==> src/rtl/tdm_pkg.sv <==
// Shared definitions for the TDM link: frame geometry defaults and the
// demux frame-alignment state encoding.
package tdm_pkg;

    localparam int TDM_NUM_CH = 4;
    localparam int TDM_SLOT_W = 8;

    typedef enum logic {
        ST_HUNT   = 1'b0,
        ST_LOCKED = 1'b1
    } tdm_state_e;

    // Counter width for a range of n values, never narrower than one bit.
    function automatic int cnt_w(input int n);
        int w;
        if (n > 32'sd1) begin
            w = $clog2(n);
        end else begin
            w = 32'sd1;
        end
        return w;
    endfunction

endpackage

==> src/rtl/tdm_slot_shift.sv <==
// Slot deserializer: MSB-first shift register with its bit counter; flags
// the bit that completes a word and presents the assembled word alongside it.
module tdm_slot_shift
    import tdm_pkg::*;
#(
    parameter int SLOT_W = TDM_SLOT_W,
    localparam int BW    = cnt_w(SLOT_W)
) (
    input  logic              clk,
    input  logic              rst_n,
    input  logic              din,
    input  logic              load,
    input  logic              shift,
    output logic [BW-1:0]     bit_cnt,
    output logic [SLOT_W-1:0] word,
    output logic              word_done
);

    localparam int SW1                 = SLOT_W - 32'sd1;
    localparam logic [BW-1:0] BIT_LAST = BW'(SLOT_W - 32'sd1);
    localparam logic [BW-1:0] BIT_ONE  = BW'(32'sd1);

    logic [SW1-1:0] shreg_r;
    logic [BW-1:0]  bit_cnt_r;

    assign word      = {shreg_r, din};
    assign word_done = shift & (bit_cnt_r == BIT_LAST);
    assign bit_cnt   = bit_cnt_r;

    // Load starts a fresh word with this bit as MSB; shift appends one bit.
    always_ff @(posedge clk or negedge rst_n) begin
        if (!rst_n) begin
            shreg_r   <= {SW1{1'b0}};
            bit_cnt_r <= {BW{1'b0}};
        end else if (load) begin
            shreg_r   <= SW1'(din);
            bit_cnt_r <= BIT_ONE;
        end else if (shift) begin
            shreg_r   <= word[SW1-1:0];
            bit_cnt_r <= word_done ? {BW{1'b0}} : (bit_cnt_r + BIT_ONE);
        end
    end

endmodule

==> src/rtl/tdm_demux.sv <==
// TDM receiver: hunts for frame sync, tracks slot position with a flywheel
// over missing syncs, and routes each completed slot word to its channel.
module tdm_demux
    import tdm_pkg::*;
#(
    parameter int NUM_CH   = TDM_NUM_CH,
    parameter int SLOT_W   = TDM_SLOT_W,
    parameter int MISS_MAX = 2
) (
    input  logic                     clk,
    input  logic                     rst_n,
    input  logic                     din,
    input  logic                     din_en,
    input  logic                     frame_sync,
    output logic [NUM_CH*SLOT_W-1:0] ch_data,
    output logic [NUM_CH-1:0]        ch_valid,
    output logic                     locked,
    output logic                     sync_err
);

    localparam int BW = cnt_w(SLOT_W);
    localparam int CW = cnt_w(NUM_CH);
    localparam int MW = cnt_w(MISS_MAX + 32'sd1);
    localparam logic [CW-1:0] SLOT_LAST = CW'(NUM_CH - 32'sd1);
    localparam logic [CW-1:0] SLOT_ONE  = CW'(32'sd1);
    localparam logic [MW-1:0] MISS_LAST = MW'(MISS_MAX);
    localparam logic [MW-1:0] MISS_ONE  = MW'(32'sd1);

    tdm_state_e        state_r;
    logic [CW-1:0]     slot_cnt_r;
    logic [MW-1:0]     miss_cnt_r;
    logic [BW-1:0]     bit_cnt_s;
    logic [SLOT_W-1:0] word_s;
    logic              word_done_s;
    logic              at_exp_s;
    logic              load_s;
    logic              shift_s;
    logic              misalign_s;
    logic              lose_s;

    assign at_exp_s = (slot_cnt_r == {CW{1'b0}}) && (bit_cnt_s == {BW{1'b0}});

    tdm_slot_shift #(.SLOT_W(SLOT_W)) u_shift (
        .clk       (clk),
        .rst_n     (rst_n),
        .din       (din),
        .load      (load_s),
        .shift     (shift_s),
        .bit_cnt   (bit_cnt_s),
        .word      (word_s),
        .word_done (word_done_s)
    );

    // Classify the current strobe: acquire/realign, drop lock, or plain decode.
    always_comb begin
        load_s     = 1'b0;
        shift_s    = 1'b0;
        misalign_s = 1'b0;
        lose_s     = 1'b0;
        if (!din_en) begin
            load_s = 1'b0;
        end else if (state_r == ST_HUNT) begin
            load_s = frame_sync;
        end else if (frame_sync && !at_exp_s) begin
            misalign_s = 1'b1;
            load_s     = 1'b1;
        end else if (at_exp_s && !frame_sync && (miss_cnt_r == MISS_LAST)) begin
            lose_s = 1'b1;
        end else begin
            shift_s = 1'b1;
        end
    end

    // Frame FSM, slot/miss tracking and registered output routing.
    always_ff @(posedge clk or negedge rst_n) begin
        if (!rst_n) begin
            state_r    <= ST_HUNT;
            slot_cnt_r <= {CW{1'b0}};
            miss_cnt_r <= {MW{1'b0}};
            ch_data    <= {(NUM_CH*SLOT_W){1'b0}};
            ch_valid   <= {NUM_CH{1'b0}};
            locked     <= 1'b0;
            sync_err   <= 1'b0;
        end else begin
            ch_valid <= {NUM_CH{1'b0}};
            sync_err <= misalign_s | lose_s;
            if (load_s) begin
                state_r    <= ST_LOCKED;
                locked     <= 1'b1;
                slot_cnt_r <= {CW{1'b0}};
                miss_cnt_r <= {MW{1'b0}};
            end else if (lose_s) begin
                state_r    <= ST_HUNT;
                locked     <= 1'b0;
                miss_cnt_r <= {MW{1'b0}};
            end else if (shift_s) begin
                // Flywheel: an absent sync at frame start is counted, not fatal.
                if (at_exp_s) begin
                    miss_cnt_r <= frame_sync ? {MW{1'b0}} : (miss_cnt_r + MISS_ONE);
                end
                if (word_done_s) begin
                    ch_data[slot_cnt_r*SLOT_W +: SLOT_W] <= word_s;
                    ch_valid[slot_cnt_r]                 <= 1'b1;
                    slot_cnt_r <= (slot_cnt_r == SLOT_LAST) ? {CW{1'b0}} : (slot_cnt_r + SLOT_ONE);
                end
            end
        end
    end

endmodule

==> config.mk <==
export PLATFORM = sky130hd
export DESIGN_NAME = tdm_demux
export DESIGN_NICKNAME = d
export VERILOG_FILES = /design/src/rtl/tdm_pkg.sv /design/src/rtl/tdm_slot_shift.sv /design/src/rtl/tdm_demux.sv
export SDC_FILE = /design/constraint.sdc
export NUM_CORES = 1
export LEC_CHECK = 0
export ABC_AREA = 1
export CAP_MARGIN = 20
export CORE_AREA = 2 2 71 73
export CTS_CLUSTER_DIAMETER = 200
export CTS_CLUSTER_SIZE = 14
export DETAILED_ROUTE_END_ITERATION = 6
export DIE_AREA = 0 0 73 75
export GPL_TIMING_DRIVEN = 0
export PLACE_DENSITY = 0.81
export SLEW_MARGIN = 20
export SYNTH_ARGS = -nofsm -noshare
export SYNTH_HDL_FRONTEND = slang
export SYNTH_SLANG_ARGS = --single-unit
==> constraint.sdc <==
create_clock -name clk -period 4.52 [get_ports clk]
set_input_delay 0.678 -clock clk [delete_from_list [all_inputs] [get_ports clk]]
set_output_delay 0.678 -clock clk [all_outputs]
set_load 0.01 [all_outputs]
==> summary by stage <==
STA
The pin slew with the least headroom to its limit is 0.621 ns. The count of pins over their slew limit is 0. The relative slew slack is 58.6%. The setup slack after layout is 2.35 ns.

Based on the critical path, the design can be clocked at up to 460 MHz. Setup repair after global routing left no endpoint under its margin. The tightest hold path in the finished design has a slack of 0.376 ns.

The final hold violation count is 0. The final clock period utilization by the worst path is 48.1%. Setup violations remaining at the end of the flow were counted as 0. For the final database, setup skew stands at 0.00608 ns. The shortest period the worst path allows is 2.17 ns. After routing, the total negative slack on setup checks comes to 0 ns.

Die
The die extent in x is 73 um. The floorplan step defined a die boundary enclosing 5480 um2. Pin placement for this block handled 43 I/O pins.

The initialized floorplan defines 25 standard-cell rows. The vertical extent of the die is 75 um. Once the floorplan was initialized, standard cells occupied 55.0% of the core. The core region is 4660 um2.

Hold path
The type of the tightest min-delay check is in2async.

CTS
Buffers added to address setup during post-CTS repair amount to 0. The number of buffers inserted for hold repair after clock tree synthesis is 0. The number of instances resized during post-cts repair is 0.

The total number of clock tree sinks is 52. The clock-pin slew of the registers on the worst-case setup and hold paths is 0.09 ns. The number of H-tree levels is 2. The CTS tree is done. For the worst-skew pair, the clock arrives at the later sink with an insertion delay of 0.31 ns. The clock buffer count from CTS is 5. In this run the deepest clock path goes through 2 buffers. The master cell of the clock root buffer is sky130_fd_sc_hd__clkbuf_8.

GRT
The first global-routing pass estimated 9.45 mm of wire. The global-route congestion overflow total is 0. In the global route stage, overall resource usage came out at 22.6%. The via count of the first global-routing pass is 2020. The number of antenna violations at the first check in global routing is 0. Entering global routing, the biggest net connects 28 pins.

Pwr
The analysis attributes to cell leakage a power of 1.58 nW. Across the VDD grid, the largest voltage drop is 0.309 mV. Power comes to 1.20 mW.

Power spread over the standard cell area amounts to 381 nW/um2. The internal portion of total power is 755 uW. Sequential cells burn 47.0% of the power. The share of total power dissipated in the clock network is 20.8%. Summed over all nets, the switching power comes to 441 uW. Net switching is 36.9% of the power.

The share of power burned in combinational logic is 32.1%.

Synth
The net count after synthesis is 315. By count the netlist is led by sky130_fd_sc_hd__nand2_1, sky130_fd_sc_hd__dfrtp_1, sky130_fd_sc_hd__nand4_1, sky130_fd_sc_hd__nor2_1, sky130_fd_sc_hd__inv_1. In the post-synthesis netlist, the cell with the most instances is sky130_fd_sc_hd__nand2_1.

For this run, the leading register cell type out of synthesis is sky130_fd_sc_hd__dfrtp_1. In the post-synthesis netlist, the biggest area contributors are sky130_fd_sc_hd__dfrtp_1, sky130_fd_sc_hd__nand2_1, sky130_fd_sc_hd__nand4_1, sky130_fd_sc_hd__ha_1, sky130_fd_sc_hd__nand3_1. The number of distinct standard cells referenced by the synthesized netlist is 24.

The post-synthesis async set-or-reset flop share is 100%. The average size of a mapped cell is 8.51 um2. The cell type contributing the most total cell area after synthesis is sky130_fd_sc_hd__dfrtp_1. Sequential cells were found to cover 50.8% of the synthesized design area.

The number of instances in the synthesized netlist is 301. Synthesis inferred 52 register bits. The cell area after synthesis is 2560 um2. The number of synthesized flops with an enable pin is 0. The yosys synthesis warning count is 0.

The share of synthesized area in the top cell type comes to 50.8%.

Critical path
Among all stages on the critical path, the largest delay is contributed by sky130_fd_sc_hd__dfrtp_1. The critical path contains buffers and inverters numbering 4 combined. The worst setup path category is reg2reg. Data on the critical path is required at its endpoint by 4.77 ns. In this run the worst path has a maximum fanout of 10. The worst path arrival time is 2.42 ns. The signal on the critical path passes through clkinv_1 -> ha_1 -> buf_2 -> inv_1 -> nand2_2 -> buf_6 -> nor3_1 -> nand4_1 -> nand2_1. The worst setup path is captured at a register. The cell family contributing the most delay on the critical path is buffers and inverters. In this design, the stage delay of the slowest critical-path cell is 0.49 ns. The worst setup path is launched from a register.

Detailed routing
The routed length per placed instance is 13.7 um. For this block, the routed nets add up to 5.55 mm of wire. The post-detailed-route via-to-cell ratio is 5.47. The detail route stage leaves a number of antenna-violating nets equal to 0.

Detailed routing inserted a total of 2215 vias. The detailed-routing iteration count for the pre-antenna-repair pass is 5. The number of DRC violations after detailed routing is 0. The number of DRC violations after detailed-routing iteration 0 is 186.

Layout
At the end of the flow, the number of nets in the layout was 365. The layout overhead on the synthesized area is 22.7%. The finished cells cover 3140 um2.

Fill cells in the final layout number 384. The number of diodes is 0. The share of cells above drive strength 1 is 8.55%.

Place
The cell area after placement is 3060 um2. The worst slack at placement is 2.30 ns. The detailed placement HPWL is 4.02 mm. Port buffering added 42 buffers.

The routability-driven placement congestion ratio is 0.938.

Status
The flow ran to the end, and the final reports show no timing, DRC or antenna violations.

Run
The number of maximum-capacitance constraint violations is 0.
power groups by stage:
stage / Combinational [mW] / Clock, mW / Sequential [mW]
after floorplan: 0.251 / 0 / 0.572
after global placement: 0.365 / 0 / 0.570
after detailed placement: 0.381 / 0 / 0.571
after CTS: 0.383 / 0.258 / 0.563
after global routing: 0.433 / 0.274 / 0.571
final: 0.385 / 0.249 / 0.563
flip-flops by register name, summed over array words and instances (netlist names):
register and flops:
ch_data 32, u_shift.shreg_r 7, ch_valid 4, u_shift.bit_cnt 3
miss_cnt_r 2, slot_cnt_r 2, state_r 1, sync_err 1
stage by stage:
stage          std cells  utilization [%]
4_1_cts              405             67.4
2_1_floorplan        301                -
3_5_place_dp         398             65.7
3_3_place_gp         397             65.4
5_1_grt              405             67.4
6_report             405             67.4
cells by family (layout without fill, tap and decap cells):
logic type | after synthesis | in the layout | synth area share (%)
simple gates | 191 | 191 | 35.7
flops | 52 | 52 | 50.8
buf+inv | 41 | 91 | 7.43
fa+ha+maj | 9 | 9 | 4.40
compound gates | 8 | 8 | 1.66
routing by layer:
layer / track usage (%) / part of all wire (%) / routed length, um / vias to the layer above
met2: 35.7 / 47 / 2620 / 86
li1: - / - / - / 1085
met5: 0 / 0 / 0 / -
met4: 8.02 / 1.1 / 63 / 0
met3: 2.81 / 6.8 / 375 / 5
met1: 32.5 / 45 / 2490 / 1039
final cells by class:
| type | instances | area (um2) | area share, % |
|---|---|---|---|
| Buffer | 16 | 96.3 | 3.07 |
| Clock buffer | 6 | 72.6 | 2.31 |
| Clock inverter | 1 | 5.00 | 0.159 |
| Inverter | 25 | 93.8 | 2.99 |
| Multi-Input combinational cell | 208 | 1070 | 34.1 |
| Sequential cell | 52 | 1300 | 41.4 |
| Tap cell | 54 | 67.6 | 2.15 |
| Timing Repair Buffer | 43 | 435 | 13.9 |
path summary, 6_finish.rpt:
| path | depth (start not counted) | slack, ns | startpoint | end |
|---|---|---|---|---|
| max reg2reg | 9 | 2.35 | slot_cnt_r[0]$_DFFE_PN0P_ | ch_data[21]$_DFFE_PN0P_ |
| min in group clk | 2 | 0.47 | ch_data[12]$_DFFE_PN0P_ | ch_data[12]$_DFFE_PN0P_ |
| max in group asynchronous | 2 | 3.59 | rst_n | ch_data[6]$_DFFE_PN0P_ |
| min | 1 | 0.38 | rst_n | ch_data[28]$_DFFE_PN0P_ |
| max | 9 | 2.35 | slot_cnt_r[0]$_DFFE_PN0P_ | ch_data[21]$_DFFE_PN0P_ |
| min reg2reg | 2 | 0.47 | ch_data[12]$_DFFE_PN0P_ | ch_data[12]$_DFFE_PN0P_ |
placed cells by master (no fill, tap or decap), types with 2 or more instances in the layout:
| master | n |
|---|---|
| sky130_fd_sc_hd__buf_4 | 4 |
| sky130_fd_sc_hd__nand4_1 | 33 |
| sky130_fd_sc_hd__clkdlybuf4s50_1 | 41 |
| sky130_fd_sc_hd__nand2_2 | 3 |
| sky130_fd_sc_hd__clkbuf_8 | 5 |
| sky130_fd_sc_hd__o21ai_0 | 6 |
| sky130_fd_sc_hd__inv_1 | 23 |
| sky130_fd_sc_hd__nand3_2 | 3 |
| sky130_fd_sc_hd__nor2_1 | 24 |
| sky130_fd_sc_hd__ha_1 | 9 |
| sky130_fd_sc_hd__clkbuf_1 | 6 |
| sky130_fd_sc_hd__dfrtp_1 | 52 |
| sky130_fd_sc_hd__buf_2 | 6 |
| sky130_fd_sc_hd__nand2_1 | 91 |
| sky130_fd_sc_hd__buf_6 | 2 |
| sky130_fd_sc_hd__nor3_1 | 13 |
| sky130_fd_sc_hd__nand3_1 | 19 |
No activity file was read; power rests on OpenSTA's default activity.
